**src/rtl/fractal_sync_pe_requester.sv**
```systemverilog
// fractal_sync_pe_requester
//   Per-PE front end for a 1D synchronization node RX port. Takes one barrier
//   request from the PE (valid/ready), emits a single-cycle request into the
//   tree, waits for the matching wake, and hands a completion status back to
//   the PE. A timer supervises the wait. A saturating counter records wakes
//   that did not match a pending barrier.
//
// Ports
//   clk_i, rst_i                   clock, synchronous active-high reset
//   sync_valid_i/sync_ready_o      PE barrier request handshake
//   sync_aggr_i, sync_id_i         requested aggregation mask / barrier id
//   done_valid_o/done_ready_i      completion handshake back to the PE
//   done_status_o                  00 OK, 01 RSP_ERR, 10 TIMEOUT, 11 BAD_REQ
//   req_sync_o, req_aggr_o, req_id_o   request pulse into the node
//   rsp_wake_i, rsp_error_i, rsp_aggr_i, rsp_id_i   wake response from node
//   busy_o                         barrier in flight (state != IDLE)
//   stray_cnt_o                    saturating count of unmatched wakes
module fractal_sync_pe_requester #(
  parameter int AGGREGATE_WIDTH = 1,
  parameter int ID_WIDTH        = 1,
  parameter int TIMEOUT_CYCLES  = 1024,
  parameter int STRAY_CNT_WIDTH = 8
) (
  input  logic                       clk_i,
  input  logic                       rst_i,
  input  logic                       sync_valid_i,
  output logic                       sync_ready_o,
  input  logic [AGGREGATE_WIDTH-1:0] sync_aggr_i,
  input  logic [ID_WIDTH-1:0]        sync_id_i,
  output logic                       done_valid_o,
  input  logic                       done_ready_i,
  output logic [1:0]                 done_status_o,
  output logic                       req_sync_o,
  output logic [AGGREGATE_WIDTH-1:0] req_aggr_o,
  output logic [ID_WIDTH-1:0]        req_id_o,
  input  logic                       rsp_wake_i,
  input  logic                       rsp_error_i,
  input  logic [AGGREGATE_WIDTH-1:0] rsp_aggr_i,
  input  logic [ID_WIDTH-1:0]        rsp_id_i,
  output logic                       busy_o,
  output logic [STRAY_CNT_WIDTH-1:0] stray_cnt_o
);

  // Timer must hold TIMEOUT_CYCLES-1; keep at least one bit when disabled.
  localparam int TW_RAW = $clog2(TIMEOUT_CYCLES + 1);
  localparam int TW     = (TW_RAW < 1) ? 1 : TW_RAW;
  localparam logic [TW-1:0] TO_LAST = TW'(TIMEOUT_CYCLES - 1);

  localparam logic [1:0] ST_OK      = 2'b00;
  localparam logic [1:0] ST_RSP_ERR = 2'b01;
  localparam logic [1:0] ST_TIMEOUT = 2'b10;
  localparam logic [1:0] ST_BAD_REQ = 2'b11;

  typedef enum logic [1:0] {IDLE, ISSUE, WAIT, DONE} state_e;

  state_e                       state_q, state_d;
  logic [1:0]                   status_q, status_d;
  logic [AGGREGATE_WIDTH-1:0]   aggr_q;
  logic [ID_WIDTH-1:0]          id_q;
  logic [TW-1:0]                timer_q;
  logic [STRAY_CNT_WIDTH-1:0]   stray_q;
  logic                         match;
  logic                         expire;

  // A wake only completes the barrier while actually waiting on it;
  // anything else is stray.
  assign match  = rsp_wake_i && (state_q == WAIT) &&
                  (rsp_id_i == id_q) && (rsp_aggr_i == aggr_q);
  assign expire = (TIMEOUT_CYCLES > 0) && (timer_q == TO_LAST);

  // State and datapath registers
  always_ff @(posedge clk_i) begin
    if (rst_i) begin
      state_q  <= IDLE;
      status_q <= ST_OK;
      aggr_q   <= '0;
      id_q     <= '0;
      timer_q  <= '0;
      stray_q  <= '0;
    end else begin
      state_q  <= state_d;
      status_q <= status_d;
      if (state_q == IDLE && sync_valid_i) begin
        aggr_q <= sync_aggr_i;
        id_q   <= sync_id_i;
      end
      // Timer saturates rather than wrapping (matters when timeout disabled).
      if (state_q == ISSUE)
        timer_q <= '0;
      else if (state_q == WAIT && timer_q != '1)
        timer_q <= timer_q + TW'(1);
      if (rsp_wake_i && !match && stray_q != '1)
        stray_q <= stray_q + STRAY_CNT_WIDTH'(1);
    end
  end

  // Next-state logic
  always_comb begin
    state_d  = state_q;
    status_d = status_q;
    case (state_q)
      IDLE: begin
        if (sync_valid_i) begin
          if (sync_aggr_i == '0) begin
            state_d  = DONE;
            status_d = ST_BAD_REQ;
          end else begin
            state_d  = ISSUE;
          end
        end
      end
      ISSUE: state_d = WAIT;
      WAIT: begin
        // A match in the expiry cycle takes priority over the timeout.
        if (match) begin
          state_d  = DONE;
          status_d = rsp_error_i ? ST_RSP_ERR : ST_OK;
        end else if (expire) begin
          state_d  = DONE;
          status_d = ST_TIMEOUT;
        end
      end
      DONE: if (done_ready_i) state_d = IDLE;
      default: state_d = IDLE;
    endcase
  end

  // Outputs decoded from state and registers only
  always_comb begin
    sync_ready_o  = (state_q == IDLE);
    req_sync_o    = (state_q == ISSUE);
    req_aggr_o    = (state_q == ISSUE) ? aggr_q : '0;
    req_id_o      = (state_q == ISSUE) ? id_q : '0;
    done_valid_o  = (state_q == DONE);
    done_status_o = (state_q == DONE) ? status_q : 2'b00;
    busy_o        = (state_q != IDLE);
  end

  assign stray_cnt_o = stray_q;

endmodule

```
**config.mk**
```make
export PLATFORM = sky130hd
export DESIGN_NAME = fractal_sync_pe_requester
export DESIGN_NICKNAME = d
export VERILOG_FILES = /design/src/rtl/fractal_sync_pe_requester.sv
export SDC_FILE = /design/constraint.sdc
export NUM_CORES = 1
export LEC_CHECK = 0
export BUFFER_PORTS_ARGS = -buffer_cell sky130_fd_sc_hd__buf_4
export CAP_MARGIN = 10
export CORE_MARGIN = 1.5
export CORE_UTILIZATION = 40
export CTS_BUF_LIST = sky130_fd_sc_hd__clkbuf_8
export DETAILED_ROUTE_END_ITERATION = 7
export PLACE_DENSITY = 0.61
export SYNTH_ARGS = -nofsm -noshare
export SYNTH_HDL_FRONTEND = slang
export SYNTH_SLANG_ARGS = --single-unit
```
**constraint.sdc**
```tcl
create_clock -name clk_i -period 2.5 [get_ports clk_i]
set_clock_uncertainty 0.15 [all_clocks]
set_input_delay 0 -clock clk_i [delete_from_list [all_inputs] [get_ports clk_i]]
set_output_delay 0 -clock clk_i [all_outputs]
set_load 0.01 [all_outputs]
```
==> key figures <==
Route
  – Vias: 1,314
  – # DRC: 0
  – Drt first pass iters: 4
  – DR vias/cell: 5.407
  – ANT nets after route: 0
  – Total Routed Length: 3212 um
  – Initial DRC count: 126
  – Routed WL per cell: 13.22 um

Floorplan
  – Core Area: 0.003390 mm^2
  – Die Wd: 62.74 um
  – Die Y: 62.74 um
  – Initial core utilization: 42.12%
  – Die area: 0.003936 mm^2
  – FP Rows: 21
  – IO Count: 26

Setup path
  – Critical Path Start Type: register
  – CP arrival: 2.42 ns
  – Crit Path Max Fanout: 6
  – Critical path type: reg2reg
  – Worst path required time: 2.57 ns
  – Setup crit end kind: register
  – R2R depth: 6

Power
  – Seq pwr share: 38.7%
  – Logic gate share of total power: 42.0%
  – Psw: 0.4580 mW
  – Switching share of power: 36.66%
  – VDD IR-drop max: 277.1 uV
  – Pwr/cell area: 703.1 mW/mm^2
  – Clk pwr share: 19.3%
  – Static leakage: 0.7149 nW
  – Int Pwr: 0.7912 mW

Clocking
  – CTS root buf: clkbuf_8
  – CTS tree: yes
  – Clock buffer depth: 2
  – H-tree depth: 1
  – CTS buffer count: 3
  – Clock latency on the worst-skew pair: 0.27 ns
  – CTS clk-pin slew, worst paths: 0.09 ns
  – Number of clock sinks: 25

Synth
  – Yosys cell types: 47
  – Post-synth EDFFs: 0
  – Syn avg cell area: 8.705 um^2
  – Asr flop ratio synth: 0%
  – Sequential area share after synthesis: 35.06%
  – Seq cells post-synth: 25
  – Cells after synthesis: 164
  – Syn Nets: 181
  – Ys flop type: dfxtp_1
  – Yosys Warn Count: 0
  – Mapped Area: 0.001428 mm^2

Place
  – Pre-CTS setup slack: 0.2667 ns
  – # port buffers: 25
  – Final GP Congestion: 0.8127
  – Post-DP HPWL: 2380 um
  – Placed insts: 232

Global routing
  – Antenna violations before repair: 0
  – Global-route wire length before repair: 5658 um
  – Overall Global Routing Usage: 17.65%
  – GR Overflow Total: 0
  – Largest net degree at the start of global routing: 16
  – Vias in the first global route: 1,234

STA
  – Final worst-path cycle share: 94.06%
  – Slack of the critical path: 0.1485 ns
  – Worst hold slack: 0.02645 ns
  – RSZ-0062 raised after global routing: no
  – Final Hold Viols: 0
  – Setup TNS: 0 ns
  – Fin crit period: 2.352 ns
  – Setup Viol. Count Final: 0
  – Worst-Margin Slew: 0.4563 ns
  – Fin. max-slew vios: 0
  – Slew HR: 69.48%
  – Achievable Freq: 0.4253 GHz

Min path
  – Min-Delay Path Depth: 3
  – Worst min path class: in2reg

Final layout
  – Layout area overhead: 24.45%
  – Share of layout cells above drive strength 1: 23.35%
  – Most frequent cells in the layout: buf_4 (27), dfxtp_1 (25), nand2_1 (19)
  – Non-filler cells in the finished layout: 243
  – Util after Layout: 52.42%
  – Nets: 215
  – Diodes inserted: 0
  – Commonest non-fill, non-tap cell in the layout: buf_4

Outcome
  – Status: complete, no violations

Flow run
  – Number of max-cap violations: 0
==> metrics by stage <==
step / instance area [um^2] / total power [mW]
after detailed placement: 1660 / 0.9937
after CTS: 1777 / 1.258
after floorplan: 1428 / 0.8418
after global placement: 1660 / 0.9791
final: 1777 / 1.249
after global routing: 1777 / 1.339
==> layer usage <==
metal	GRT usage (%)	up-vias	part of all wire (%)
li1	-	673	-
met1	23.32	618	48
met2	29.70	19	48
met3	3.964	4	2.9
met4	3.333	0	0.81
met5	0	-	0
==> Yosys cell counts (2+ instances only) <==
master | instances | area share, %
and2_1 | 6 | 2.6
xor2_1 | 3 | 1.8
nand2_1 | 19 | 5.0
ha_1 | 7 | 6.1
nor4_1 | 5 | 2.2
o21ai_0 | 6 | 2.1
nor2b_1 | 3 | 1.3
or4_1 | 2 | 1.1
o41ai_1 | 2 | 1.2
o21bai_1 | 2 | 1.1
a221oi_1 | 3 | 1.8
nor2_1 | 10 | 2.6
a21oi_1 | 8 | 2.8
a41oi_1 | 2 | 1.2
or2_2 | 2 | 0.88
mux2_2 | 2 | 1.6
xnor2_1 | 2 | 1.2
inv_1 | 9 | 2.4
or4_2 | 3 | 1.8
nand3_1 | 10 | 3.5
dfxtp_1 | 25 | 35
o311ai_0 | 2 | 1.2
clkbuf_1 | 3 | 0.79
o31ai_1 | 5 | 2.6
==> final cells by class <==
cell class,instances,area [um^2]
well taps,46,57.56
multi-input cells,125,865.8
inverters,9,33.78
repair buffers,34,272.8
clock inverters,1,5.005
fillers,324,1613
flip-flops and latches,25,500.5
clock buffers,3,41.29
==> power groups by stage <==
| stage | Clock (mW) | Combinational (mW) | Sequential [mW] |
|---|---|---|---|
| detailed placement | 0 | 0.501 | 0.493 |
| floorplan | 0 | 0.356 | 0.486 |
| global route | 0.268 | 0.578 | 0.493 |
| finish | 0.241 | 0.525 | 0.484 |
| global placement | 0 | 0.489 | 0.490 |
| CTS | 0.249 | 0.525 | 0.483 |
==> flip-flops by register name (all words and copies together), names as in the netlist <==
| signal | cells |
|---|---|
| status_q | 2 |
| state_q | 2 |
| id_q | 1 |
| stray_cnt_o | 8 |
| timer_q | 11 |
| aggr_q | 1 |
==> critical path, cell delays in order, from the launching register on <==
cell and delay (ns):
dfxtp_1 0.34, inv_1 0.13, ha_1 0.31, nand3_1 0.12
dlygate4sd3_1 0.58, a21oi_1 0.12, dlygate4sd3_1 0.55
==> cell families (layout without fill, tap and decap cells) <==
| logic type | Yosys count | after routing | share of synthesized area, % |
|---|---|---|---|
| muxes | 3 | 3 | 2.279 |
| and+or+nand+nor | 69 | 69 | 26.73 |
| adders and majority gates | 7 | 7 | 6.135 |
| AOI/OAI and AO/OA | 41 | 41 | 22.44 |
| DFF | 25 | 25 | 35.06 |
| buffers and inverters | 14 | 47 | 4.294 |
| xor gates and xnor gates | 5 | 5 | 3.068 |
==> worst paths after layout <==
path	startpoint	endpoint	slack [ns]
setup / recovery	state_q[0]$_SDFFE_PP0P_	aggr_q$_SDFFE_PP0P_	0.15
hold / removal	rsp_wake_i	status_q[0]$_SDFFE_PP0P_	0.03
setup reg to reg	state_q[0]$_SDFFE_PP0P_	aggr_q$_SDFFE_PP0P_	0.15
hold reg to reg	status_q[1]$_SDFFE_PP0P_	status_q[1]$_SDFFE_PP0P_	0.31
==> timing repair <==
action,in CTS,in global routing
gates resized for setup,0,0
hold endpoints to repair,10,0
hold buffers,7,0
setup buffers,0,0
Note: power is estimated with default switching activity, not from simulation.
